## config.mk

```make
export PLATFORM = sky130hd
export DESIGN_NAME = demux_1to2_buffered
export DESIGN_NICKNAME = d
export VERILOG_FILES = /design/src/rtl/demux_pkg.sv /design/src/rtl/demux_fifo.sv /design/src/rtl/demux_1to2_buffered.sv
export SDC_FILE = /design/constraint.sdc
export NUM_CORES = 1
export LEC_CHECK = 0
export CORE_UTILIZATION = 38
export DETAILED_ROUTE_END_ITERATION = 7
export PLACE_DENSITY = 0.63
export SKIP_LAST_GASP = 1
export SYNTH_ARGS = -nofsm -noshare
export SYNTH_HDL_FRONTEND = slang
export SYNTH_SLANG_ARGS = --single-unit
```

## constraint.sdc

```tcl
create_clock -name clk -period 2.95 [get_ports clk]
set_input_delay 0.59 -clock clk [delete_from_list [all_inputs] [get_ports clk]]
set_output_delay 0.59 -clock clk [all_outputs]
set_load 0.01 [all_outputs]
```

## src/rtl/demux_pkg.sv

```systemverilog
// demux_pkg: shared defaults, select encoding and FIFO occupancy width helper.
`default_nettype none

package demux_pkg;
  localparam int WIDTH_DEF = 16;
  localparam int DEPTH_DEF = 2;
  localparam int CNT_W_DEF = 16;

  localparam logic SEL_OUT1 = 1'b0;
  localparam logic SEL_OUT2 = 1'b1;

  // One extra bit so occupancy can represent DEPTH itself.
  function automatic int occ_width(input int depth);
    return $clog2(depth) + 1;
  endfunction
endpackage

`default_nettype wire

```

## src/rtl/demux_fifo.sv

```systemverilog
// demux_fifo: synchronous FIFO, registered occupancy, head held when drained.
`default_nettype none

module demux_fifo
  import demux_pkg::*;
#(
  parameter int WIDTH = WIDTH_DEF,
  parameter int DEPTH = DEPTH_DEF
) (
  input  logic             clk,
  input  logic             rst_n,
  input  logic             push_i,
  input  logic [WIDTH-1:0] data_i,
  input  logic             pop_i,
  output logic             full_o,
  output logic             empty_o,
  output logic [WIDTH-1:0] head_o
);
  localparam int AW = $clog2(DEPTH);
  localparam int OW = occ_width(DEPTH);

  logic [WIDTH-1:0] mem_q [DEPTH];
  logic [AW-1:0]    wr_ptr_q;
  logic [AW-1:0]    rd_ptr_q;
  logic [OW-1:0]    occ_q;
  logic [OW-1:0]    occ_d;
  logic [WIDTH-1:0] hold_q;
  logic             w_push;
  logic             w_pop;

  assign full_o  = (occ_q == OW'(DEPTH));
  assign empty_o = (occ_q == '0);
  assign w_push  = push_i & ~full_o;
  assign w_pop   = pop_i & ~empty_o;
  // Once drained, keep presenting the word that was popped last.
  assign head_o  = empty_o ? hold_q : mem_q[rd_ptr_q];

  always_comb begin
    occ_d = occ_q;
    if (w_push && !w_pop) occ_d = occ_q + 1'b1;
    else if (!w_push && w_pop) occ_d = occ_q - 1'b1;
  end

  always_ff @(posedge clk) begin
    if (!rst_n) begin
      for (int i = 0; i < DEPTH; i++) mem_q[i] <= '0;
      wr_ptr_q <= '0;
      rd_ptr_q <= '0;
      occ_q    <= '0;
      hold_q   <= '0;
    end else begin
      occ_q <= occ_d;
      if (w_push) begin
        mem_q[wr_ptr_q] <= data_i;
        wr_ptr_q        <= wr_ptr_q + 1'b1;
      end
      if (w_pop) begin
        hold_q   <= mem_q[rd_ptr_q];
        rd_ptr_q <= rd_ptr_q + 1'b1;
      end
    end
  end
endmodule

`default_nettype wire

```

## src/rtl/demux_1to2_buffered.sv

```systemverilog
// demux_1to2_buffered: steers one stream into two independently buffered outputs.
`default_nettype none

module demux_1to2_buffered
  import demux_pkg::*;
#(
  parameter int WIDTH = WIDTH_DEF,
  parameter int DEPTH = DEPTH_DEF,
  parameter int CNT_W = CNT_W_DEF
) (
  input  logic             clk,
  input  logic             rst_n,
  input  logic             in_valid,
  output logic             in_ready,
  input  logic             select,
  input  logic [WIDTH-1:0] in_data,
  output logic             out1_valid,
  input  logic             out1_ready,
  output logic [WIDTH-1:0] out1_data,
  output logic             out2_valid,
  input  logic             out2_ready,
  output logic [WIDTH-1:0] out2_data,
  output logic [CNT_W-1:0] cnt1,
  output logic [CNT_W-1:0] cnt2
);
  logic             full1, full2, empty1, empty2;
  logic             w_acc, w_push1, w_push2;
  logic [CNT_W-1:0] cnt1_q, cnt1_d, cnt2_q, cnt2_d;

  // Ready looks only at registered fullness: a same-cycle pop never frees a slot.
  assign in_ready = rst_n & ((select == SEL_OUT1) ? ~full1 : ~full2);
  assign w_acc    = in_valid & in_ready;
  assign w_push1  = w_acc & (select == SEL_OUT1);
  assign w_push2  = w_acc & (select == SEL_OUT2);

  assign out1_valid = ~empty1;
  assign out2_valid = ~empty2;
  assign cnt1       = cnt1_q;
  assign cnt2       = cnt2_q;

  always_comb begin
    cnt1_d = cnt1_q + CNT_W'(w_push1);
    cnt2_d = cnt2_q + CNT_W'(w_push2);
  end

  always_ff @(posedge clk) begin
    if (!rst_n) begin
      cnt1_q <= '0;
      cnt2_q <= '0;
    end else begin
      cnt1_q <= cnt1_d;
      cnt2_q <= cnt2_d;
    end
  end

  demux_fifo #(.WIDTH(WIDTH), .DEPTH(DEPTH)) u_fifo1 (
    .clk    (clk),
    .rst_n  (rst_n),
    .push_i (w_push1),
    .data_i (in_data),
    .pop_i  (out1_ready),
    .full_o (full1),
    .empty_o(empty1),
    .head_o (out1_data)
  );

  demux_fifo #(.WIDTH(WIDTH), .DEPTH(DEPTH)) u_fifo2 (
    .clk    (clk),
    .rst_n  (rst_n),
    .push_i (w_push2),
    .data_i (in_data),
    .pop_i  (out2_ready),
    .full_o (full2),
    .empty_o(empty2),
    .head_o (out2_data)
  );
endmodule

`default_nettype wire
```

After elaboration in Yosys (flattened, before gate mapping) --
Memories as Yosys holds them, arrays and structs flattened. A register that Yosys moved wholly into a read port is not among the register bits. Index checks and enable logic that the tools add are counted.
Storage, ports and cells: memories 2, output and inout port bits 67, register bits 72, input port bits 22, memory bits (writable) 64
Operators by class: bitwise operators 13, equality and inequality tests 2, $add $sub $neg 10, reductions and logical operators 14, muxes and demuxes 24
Memories:
- u_fifo1.mem_q | depth 2, bits a word 16, rd ports 1, clocked after Yosys merged registers in 1, write ports 2, line demux_fifo.sv:22 | logic [WIDTH-1:0] mem_q [DEPTH];
- u_fifo2.mem_q | depth 2, bits a word 16, rd ports 1, clocked after Yosys merged registers in 1, write ports 2, line demux_fifo.sv:22
Operators with widths (count):
- 2-to-1 mux 16 bit | 4
- adder 16 x 1 -> 16 bit | 2
- OR reduction 16 bit | 2
- 2-to-1 mux 1 bit | 16
- AND 1 bit | 8
- 2-to-1 mux 2 bit | 4
- inverter 1 bit | 5
- adder 1 bit (second input constant) | 4
- adder 2 x 1 -> 2 bit (second input constant) | 2
- == test 2 bit (second input constant) | 2
- logical AND 1 bit | 4
- logical NOT 1 bit | 4
- logical NOT 2 bit | 2
- nonzero test 2 bit | 2
- subtractor 2 x 1 -> 2 bit (second input constant) | 2

Longest topological paths before layout --
Gate-level depths: netlist of run 1.
depth in word-level cells 12, gate-level depth with buffers 10, gate-level depth less buffers 10

Modules after synthesis --
A second synthesis of run 1 with hierarchy kept.
Second synthesis, totals: cells, all modules 581, area, all modules 6313.6 um^2
By module, submodules not included:
- demux_fifo (u_fifo1) | instances 1, seq. area each 1381.3 um^2, area an instance 2473.6 um^2, cells each 205
- demux_fifo (u_fifo2) | instances 1, seq. area each 1381.3 um^2, area an instance 2319.7 um^2, cells each 204
- demux_1to2_buffered | instances 1, seq. area each 640.6 um^2, area an instance 1520.2 um^2, cells each 172

Least setup slack after synthesis of run 1 --
OpenSTA, ideal clock, no wires.
kind input port to flip-flop, start input port rst_n, end memory u_fifo1.mem_q[1][0] (netlist bit), enable pin, stages 3, path slack 228 ps, data arrival time 2310 ps, path buffers 1, cells stage by stage clkbuf_1 > nand3_1 > o21ai_0
RTL lines:
- start: declaration | line demux_1to2_buffered.sv:12 | input logic rst_n,
- end: declaration | line demux_fifo.sv:22

Worst setup path in the final report of run 1 --
start register u_fifo1.occ_q[0], end output port out1_data[8]
Between the ends: word-level cells in the longest chain between the ends 2
RTL lines:
- start: declaration | line demux_fifo.sv:25 | logic [OW-1:0] occ_q;
- start signal: assignment | line demux_fifo.sv:49 | occ_q <= '0;
- start signal: assignment | line demux_fifo.sv:52 | occ_q <= occ_d;
- logical NOT 2 bit | line demux_fifo.sv:32 | assign empty_o = (occ_q == '0);
- 2-to-1 mux 16 bit | line demux_fifo.sv:36 | assign head_o = empty_o ? hold_q : mem_q[rd_ptr_q];
- end: declaration | line demux_1to2_buffered.sv:19 | output logic [WIDTH-1:0] out1_data,
No other way between the ends.

==> metrics.yaml, run 1 <==
status:
  status: "finished, final reports clean"
synth:
  avgSynthCellArea_sq_um: 10.4
  synthCells: 577
  synth_warnings: 0
  syn_nets: 605
  syn_area_sq_um: 5980
  ys_seq_area_frac: 0.569
  synthArstFlopShare: 0
  synth_edf_count: 64
  ys_seq_elements: 138
  ys_types: 32
  synth_flop_cell: "dfxtp_1"
pwr:
  power_switching_uw: 2140
  p_int_uw: 4970
  netSwitchingFraction: 0.301
  pwr-share-clk: 0.307
  power_frac_seq: 0.336
  combPwrFrac: 0.356
  total_power_uw: 7100
  vdd_ir_drop_max_mv: 0.533
  p_leak_uw: 0.00323
  p_per_area_nw_per_um2: 911
finish:
  final_area_sq_um: 7800
  multi_input_area_sq_um: 2410
  antenna_cells: 0
  nets: 704
  drive_gt1_frac: 0.0871
  layout.cells.non_filler: 900
  fillerInstances: 1372
  most-common-layout-cells: "nor2_1, clkdlybuf4s50_1, dfxtp_1, edfxtp_1, nand2_1"
  final_common_cell: "nor2_1"
  layout.area.seq_sq_um: 3400
  syn2layout_area_growth_pct: 30.4
setup_path:
  crit_slowest_cell: "clkdlybuf4s50_1"
  crit_fanout: 34
  crit_type: "flop to output pin"
  worstSetupStartpointType: "flop"
  worstSetupEndpointType: "output pin"
  slowest_delay_ns: 0.57
  required_ns: 2.36
  arrival_ns: 2.17
  crit_chain: "or2_2 > nor2_1 > a21oi_1 > clkdlybuf4s50_1"
  reg2regPathDepth: 9
route:
  dr.pass1.iters: 5
  route.detailed.drc: 0
  vias: 4344
  antenna_left: 0
  wl_per_cell_um: 13.7
  routed_via_density: 4.83
  routed_wl_mm: 12.3
  drt_iter0_markers: 303
sta:
  fmax_mhz: 362
  holdWs_ns: 0.493
  slew_headroom: 0.520
  fin_skew_ns: 0.00607
  finalWorstPathRequiredPeriod_ns: 2.76
  worst_pin_slew_ns: 0.720
  hold_viol: 0
  finalCritPeriodShare: 0.937
  slew_viol_final: 0
  finalSetupViolCount: 0
  worst_slack_ns: 0.187
  rsz0062_at_grt: "false"
placed_design:
  place_ws_ns: -0.0773
  hpwl_mm: 8.46
  place.gp.congestion: 0.796
  portBuffers: 88
  place_area_sq_um: 7180
  dp_cells: 868
clock_tree:
  cts.path.max_buffers: 2
  path_clk_slew_ns: 0.05
  clock-sinks: 138
  cts_buffers: 17
  cts_tree: "done"
  cts-root-buf: "clkbuf_16"
  ctsHtreeMaxLevel: 4
  cts_setup_buffers: 0
  clk_latency_ns: 0.42
die:
  fp.dieW_um: 127
  core_area_sq_um: 15300
  die_h_um: 127
  io_pins: 89
  die-area_sq_um: 16200
  initial_core_util: 0.392
  num_rows: 45
global_route:
  grt_max_degree: 83
  antenna_found_initial: 0
  grt_use_total: 0.160
  grt_overflow: 0
  grt_pass1_wl_mm: 20.1
  grt_pass1_vias: 4121
hold_path:
  hp-class: "flop to flop"
  hold_path_depth: 2
flow_run:
  cap_violations: 0
repair_timing:
action,CTS,global route
setup endpoints to repair,0,1
hold buffers,0,0
gates resized for setup,0,1
worst max-delay path: cells and delay by family (launching register included):
kind | cells | cell delay (ns)
DFF | 1 | 0.39
buffers and inverters | 1 | 0.57
AOI/OAI and AO/OA | 1 | 0.19
and+or+nand+nor | 2 | 0.61
through the flow:
stage / util / setup TNS [ns]
after floorplan: - / 0
after global placement: 0.471 / 0
after detailed placement: 0.471 / -0.217
after CTS: 0.511 / 0
after global routing: 0.511 / 0
final: 0.511 / 0
flip-flops by register name, indices dropped and copies added, names as in the netlist, named ones only:
register,flops
cnt2,16
u_fifo1.hold_q,16
u_fifo1.occ_q,2
cnt1,16
u_fifo1.mem_q,32
u_fifo1.wr_ptr_q,1
u_fifo2.hold_q,16
u_fifo2.mem_q,32
u_fifo2.wr_ptr_q,1
u_fifo2.occ_q,2
u_fifo2.rd_ptr_q,1
u_fifo1.rd_ptr_q,1
power groups by stage:
stage	logic [uW]	clock network (uW)	registers, uW
CTS	2550	2230	2390
detailed placement	2530	0	2430
floorplan	1440	0	2400
finish	2530	2180	2390
global route	2790	2320	2420
global placement	2510	0	2410
kinds of logic after synthesis:
kind of cell	share of synthesized area
buffers and inverters	0.0274
adder cells (fa/ha/maj)	0.0126
flip-flops	0.569
AND/OR/NAND/NOR	0.193
AO/OA/AOI/OAI	0.0975
XOR/XNOR	0.0469
multiplexers	0.0536
worst paths after layout:
kind / startpoint / to / slack (ns)
max reg2reg: u_fifo2.occ_q[0] / cnt2[15] / 0.48
min: cnt2[15] / cnt2[15] / 0.49
min reg2reg: cnt2[15] / cnt2[15] / 0.49
max: u_fifo1.occ_q[0] / out1_data[8] / 0.19
cell usage after synthesis (2+ instances only):
master	instances	area [sq um]
nor2_1	98	368
dfxtp_1	74	1480
edfxtp_1	64	1920
nand2_1	56	210
and2_1	38	238
a21oi_1	32	160
mux2i_1	32	320
o211a_1	32	320
clkbuf_1	30	113
xor2_1	18	158
xnor2_1	14	123
nand3_1	11	55.1
o21ai_0	10	50.1
nor3_1	9	45.0
inv_1	7	26.3
ha_1	6	75.1
nand4_1	6	37.5
nor4_1	6	37.5
or3_1	6	37.5
buf_2	5	25.0
a21boi_0	4	30.0
and3_1	4	25.0
a21boi_1	2	15.0
nand3b_1	2	15.0
nor2b_1	2	12.5
nor3b_1	2	15.0
or2_2	2	12.5
per-layer routing:
metal	track usage	vias to the layer above	share of wire
met4	0.0735	0	0.017
met1	0.207	2037	0.46
met3	0.0369	18	0.044
li1	-	2200	-
met5	0	-	0
met2	0.254	89	0.48
area by class of cell:
type,count,area share
tap,211,0.0339
inverter,7,0.00337
timing repair buffer,115,0.138
clock inverter,12,0.0223
multi-input combinational,397,0.310
clock buffer,20,0.0560
sequential,138,0.436
(Power assumes the default switching activity.)
==> inputs of run 2 (changes only) <==
TNS_END_PERCENT = 30   (was not set)
==> results of run 2 <==
The final DEF is identical to that of run 1; final timing and power are the same.
==> inputs of run 3 (changes only) <==
SLEW_MARGIN = 25   (was not set)
==> results of run 3 <==
The final DEF is identical to that of run 1; final timing and power are the same.
